==> config.mk <==
export PLATFORM = sky130hd
export DESIGN_NAME = kr_pll_rst_seq
export DESIGN_NICKNAME = d
export VERILOG_FILES = /design/src/rtl/kr_pll_rst_seq.sv
export SDC_FILE = /design/constraint.sdc
export NUM_CORES = 1
export LEC_CHECK = 0
export CAP_MARGIN = 20
export CORE_ASPECT_RATIO = 2
export CORE_MARGIN = 2
export CORE_UTILIZATION = 40
export CTS_CLUSTER_DIAMETER = 30
export DETAILED_ROUTE_END_ITERATION = 8
export PLACE_DENSITY_LB_ADDON = 0.3
export SLEW_MARGIN = 5
export SYNTH_ARGS = -nofsm -noshare
export SYNTH_HDL_FRONTEND = slang
export SYNTH_SLANG_ARGS = --single-unit
==> constraint.sdc <==
create_clock -name clk -period 6 [get_ports clk]
set_input_delay 0.6 -clock clk [delete_from_list [all_inputs] [get_ports clk]]
set_output_delay 0.6 -clock clk [all_outputs]
set_load 0.005 [all_outputs]
==> src/rtl/kr_pll_rst_seq.sv <==
// TX PLL bring-up sequencer: power-down, calibration wait, lock qualification,
// MCGB reset release, with bounded retries and a latched fault state.
module kr_pll_rst_seq #(
  parameter int unsigned PWRDN_CYC    = 200,
  parameter int unsigned CAL_TIMEOUT  = 100000,
  parameter int unsigned LOCK_TIMEOUT = 100000,
  parameter int unsigned STABLE_CYC   = 1000,
  parameter int unsigned MCGB_CYC     = 64,
  parameter int unsigned MAX_RETRY    = 8
) (
  input  logic       clk,
  input  logic       rst,
  input  logic       restart,
  input  logic       pll_locked,
  input  logic       pll_cal_busy,
  output logic       pll_powerdown,
  output logic       mcgb_rst,
  output logic       tx_pll_ready,
  output logic       fault,
  output logic [3:0] retry_cnt,
  output logic [2:0] state_o
);

  localparam int unsigned M1   = (PWRDN_CYC > CAL_TIMEOUT) ? PWRDN_CYC : CAL_TIMEOUT;
  localparam int unsigned M2   = (M1 > LOCK_TIMEOUT) ? M1 : LOCK_TIMEOUT;
  localparam int unsigned M3   = (M2 > STABLE_CYC) ? M2 : STABLE_CYC;
  localparam int unsigned MAXP = (M3 > MCGB_CYC) ? M3 : MCGB_CYC;
  localparam int unsigned CW   = $clog2(MAXP + 1);

  localparam logic [CW-1:0] CNT_MAX     = '1;
  localparam logic [CW-1:0] PWRDN_LAST  = CW'(PWRDN_CYC - 1);
  localparam logic [CW-1:0] CAL_LAST    = CW'(CAL_TIMEOUT - 1);
  localparam logic [CW-1:0] LOCK_LAST   = CW'(LOCK_TIMEOUT - 1);
  localparam logic [CW-1:0] STABLE_LAST = CW'(STABLE_CYC - 1);
  localparam logic [CW-1:0] MCGB_LAST   = CW'(MCGB_CYC - 1);
  localparam logic [3:0]    RETRY_LIM   = 4'(MAX_RETRY);

  typedef enum logic [2:0] {
    PWRDN     = 3'd0,
    WAIT_CAL  = 3'd1,
    WAIT_LOCK = 3'd2,
    STABLE    = 3'd3,
    MCGB      = 3'd4,
    READY     = 3'd5,
    FAULT     = 3'd6
  } state_t;

  state_t        state, state_nx;
  logic [CW-1:0] cnt;
  logic          cnt_clr;
  logic [3:0]    retry_nx;
  logic [3:0]    retry_inc;
  logic          fail;
  logic          locked_m, locked_s, busy_m, busy_s;

  always_ff @(posedge clk) begin
    if (rst) begin
      locked_m <= 1'b0;
      locked_s <= 1'b0;
      busy_m   <= 1'b0;
      busy_s   <= 1'b0;
    end else begin
      locked_m <= pll_locked;
      locked_s <= locked_m;
      busy_m   <= pll_cal_busy;
      busy_s   <= busy_m;
    end
  end

  assign retry_inc = retry_cnt + 4'd1;

  always_comb begin
    state_nx = state;
    retry_nx = retry_cnt;
    fail     = 1'b0;
    case (state)
      PWRDN:     if (cnt == PWRDN_LAST) state_nx = WAIT_CAL;
      WAIT_CAL: begin
        if (!busy_s)               state_nx = WAIT_LOCK;
        else if (cnt == CAL_LAST)  fail = 1'b1;
      end
      WAIT_LOCK: begin
        if (locked_s)              state_nx = STABLE;
        else if (cnt == LOCK_LAST) fail = 1'b1;
      end
      // only cycles spent in STABLE count toward qualification
      STABLE: begin
        if (!locked_s)               state_nx = WAIT_LOCK;
        else if (cnt == STABLE_LAST) state_nx = MCGB;
      end
      MCGB:      if (cnt == MCGB_LAST) state_nx = READY;
      READY:     if (!locked_s) fail = 1'b1;
      FAULT:     state_nx = FAULT;
      default:   state_nx = PWRDN;
    endcase
    if (fail) begin
      retry_nx = retry_inc;
      state_nx = (retry_inc == RETRY_LIM) ? FAULT : PWRDN;
    end
    if (restart) begin
      state_nx = PWRDN;
      retry_nx = '0;
    end
    cnt_clr = restart || (state_nx != state);
  end

  always_ff @(posedge clk) begin
    if (rst) begin
      state     <= PWRDN;
      cnt       <= '0;
      retry_cnt <= '0;
    end else begin
      state     <= state_nx;
      retry_cnt <= retry_nx;
      if (cnt_clr)             cnt <= '0;
      else if (cnt != CNT_MAX) cnt <= cnt + 1'b1;
    end
  end

  assign pll_powerdown = (state == PWRDN) || (state == FAULT);
  assign mcgb_rst      = (state != READY);
  assign tx_pll_ready  = (state == READY);
  assign fault         = (state == FAULT);
  assign state_o       = state;

endmodule

==> out/metrics.csv <==
metric,value,unit
critical_path_peak_fanout,17,
first_pass_grt_wire_length,6078,um
area_growth_syn_to_layout,12.59,%
flop2flop_setup_slack,3.35,ns
setup_total_negative_slack,0,ns
internal-power,0.2376,mW
post_synth_inst_count,187,
sw_frac_of_total,0.2057,
timing.max_cap.violations,0,
total_i_o_pin_count,16,
ys_ff_latch,28,
slew-limit-headroom,0.3897,
whs,0.4423,ns
htree_depth,1,
cts.sink_count,28,
route.layer.met1.wl,1317,um
coreArea,0.003844,sq mm
antenna_violations_before_repair,0,
syn-cell-area,0.001590,sq mm
clk-insertion-delay-late,0.27,ns
cts_resized,0,
synth_top_area_share,0.3525,
first_iter_violations,14,
power_frac_clock,0.333,
synth_top_cell_by_area,sky130_fd_sc_hd__dfxtp_1,
gr-usage-all-layers,0.1699,
postSynthNetCount,196,
final_period_demand_of_the_worst_path,2.649,ns
first_global_vias,1389,
num_vias,1327,
total_clock_buffers_created_by_cts,3,
worst-setup-path-type,reg2reg,
cp-start-kind,flop,
yosysWarnings,0,
remaining_drc_errors,0,
syn_avg_cell_area,8.504,sq um
cts_tree,built,
timing_max_transition_violations_final,0,
met2WireLength,2033,um
dieWidth,48.59,um
port_buffers,15,
floorplan.die.height,93.17,um
nFillCells,417,
postRouteAntennaNets,0,
power.leakage,0.5876,nW
clk_root_buf,sky130_fd_sc_hd__clkbuf_8,
initial_core_util,0.4137,
routed_wire_length_per_instance,14.21,um
dp_hpwl,2722,um
worstSetupEndpointType,flop,
clock_path_buffers,2,
gp_congestion,0.8655,
ctsHoldBuffers,0,
route.top_layer_used,met4,
peakVddDrop,0.1181,mV
pwr_density_cell,167.0,mW/mm^2
finalWirelength,3524,um
floorplan.die_area,0.004527,sq mm
drive_above_1_share,0.06091,
synthDistinctLibCells,42,
ys_seq_area_frac,0.3525,
nets,208,
placement_rows,32,
cts.reportedPaths.clkPinSlew,0.09,ns
detailroute.wirelength.met3,93,um
worst-endpoint-required,6.12,ns
maximum_number_of_pins_on_one_net_before_global_route_repair,18,
setup_repair_after_global_routing_missed_its_margin,no,
buffers_inserted_by_post_cts_timing_repair,0,
drt_first_pass_iters,4,
fmaxAchievable,0.3775,GHz
power.sequential.fraction,0.631,
share_comb_of_total_power,0.036,
fin_skew,0.006423,ns
drt-vias-per-instance,5.351,
run_status,completed,
grt.overflow.total,0,
switching_power,0.06153,mW
final_min_period_over_clock_period,0.4414,
finalHoldViolations,0,
insertedDiodeCount,0,
arrival,2.77,ns
min_path_type,reg2reg,
tightest_slew,0.8977,ns
leading_cell_types_by_total_area_after_synthesis,"sky130_fd_sc_hd__dfxtp_1 35%, sky130_fd_sc_hd__nor2_1 6.1%, sky130_fd_sc_hd__xnor2_1 5.5%",
finalSetupViolations,0,
cell usage in the layout (no fill, tap or decap), types with 3 or more instances in the layout:
master	netlist	final
sky130_fd_sc_hd__nor2b_1	9	9
sky130_fd_sc_hd__mux2i_1	3	3
sky130_fd_sc_hd__nor3b_1	4	4
sky130_fd_sc_hd__ha_1	4	4
sky130_fd_sc_hd__xor2_1	8	8
sky130_fd_sc_hd__nor2_1	26	26
sky130_fd_sc_hd__nand4_1	6	6
sky130_fd_sc_hd__clkdlybuf4s50_1	0	15
sky130_fd_sc_hd__clkbuf_8	0	3
sky130_fd_sc_hd__and3_1	3	3
sky130_fd_sc_hd__nand2_1	22	22
sky130_fd_sc_hd__nor3_1	12	12
sky130_fd_sc_hd__nand3_1	8	8
sky130_fd_sc_hd__inv_1	4	4
sky130_fd_sc_hd__dfxtp_1	28	28
sky130_fd_sc_hd__xnor2_1	10	10
sequential cells by signal, summed over array words and instances, names as in the netlist:
register and flops:
busy_m 1, busy_s 1, cnt 17, locked_m 1, locked_s 1, retry_cnt 4
state_o 3
logic make-up after synthesis:
kind of cell / synth area share
multiplexers: 0.02754
adder cells (fa/ha/maj): 0.03147
buffers and inverters: 0.04406
flip-flops: 0.3525
AND/OR/NAND/NOR: 0.3478
AO/OA/AOI/OAI: 0.09757
XOR/XNOR: 0.09913
routing by layer:
layer  vias to the layer above  global-route usage
met5                         -                   0
met4                         0             0.07619
met3                         7             0.02077
met2                        27              0.3530
met1                       623              0.1574
li1                        670                   -
per-stage QoR:
stage	setup slack (ns)	power, mW	instances	util	cell area, sq um
floorplan	3.902	0.1999	187	-	1590
global placement	3.319	0.2036	245	0.4551	1749
detailed placement	3.295	0.2038	245	0.4551	1749
CTS	3.344	0.3026	248	0.4658	1790
global route	3.162	0.3107	248	0.4658	1790
finish	3.351	0.2991	248	0.4658	1790
area by class of cell:
type                            count  area [sq um]  area share
Multi-Input combinational cell    147         959.7      0.5360
Sequential cell                    28         560.5      0.3131
Timing Repair Buffer               15         150.1     0.08386
Tap cell                           51         63.81     0.03564
Clock buffer                        3         41.29     0.02306
Inverter                            4         15.01    0.008386
final timing paths:
| kind | cells after the start | from | endpoint |
|---|---|---|---|
| worst max-delay path | 6 | state_o[1]$_SDFF_PP0_ | cnt[3]$_SDFFE_PP0P_ |
| worst min-delay path | 1 | busy_m$_SDFF_PP0_ | busy_s$_SDFF_PP0_ |
| worst max register to register | 6 | state_o[1]$_SDFF_PP0_ | cnt[3]$_SDFFE_PP0P_ |
| worst min register to register | 1 | busy_m$_SDFF_PP0_ | busy_s$_SDFF_PP0_ |
power by group through the flow:
stage	clock, mW	combinational (mW)	sequential (mW)
after floorplan	0	0.00708	0.193
after global placement	0	0.0105	0.193
after detailed placement	0	0.0107	0.193
after CTS	0.103	0.0108	0.189
after global routing	0.110	0.0122	0.189
final	0.0997	0.0107	0.189
Yosys cell counts (all sizes together):
| cell | instances |
|---|---|
| nor2b | 9 |
| xnor2 | 10 |
| and3b | 2 |
| nor3 | 12 |
| and4b | 1 |
| a211oi | 2 |
| nor3b | 5 |
| nand4 | 6 |
| a31o | 1 |
| buf | 5 |
| nand2 | 22 |
| a21boi | 1 |
| nand4bb | 2 |
| o32a | 1 |
| mux2i | 4 |
| dfxtp | 28 |
| nand4b | 1 |
| o21ba | 1 |
| nand2b | 2 |
| clkbuf | 3 |
| and4bb | 2 |
| nand3 | 8 |
| o21ai | 3 |
| inv | 4 |
| xor2 | 8 |
| ha | 4 |
| and2 | 1 |
| and4 | 1 |
| o22ai | 1 |
| o2111ai | 2 |
| a2bb2oi | 1 |
| nor2 | 26 |
| o21a | 2 |
| and3 | 3 |
| a311oi | 1 |
| a21oi | 2 |
critical path: stages (launching register included):
cell and delay [ns]:
sky130_fd_sc_hd__dfxtp_1 0.58, sky130_fd_sc_hd__and3b_1 0.24, sky130_fd_sc_hd__o2111ai_2 0.32, sky130_fd_sc_hd__o21ai_4 0.15, sky130_fd_sc_hd__a211oi_2 0.29, sky130_fd_sc_hd__mux2i_2 0.80, sky130_fd_sc_hd__nor2_1 0.12
No activity file was read; power rests on OpenSTA's default activity.
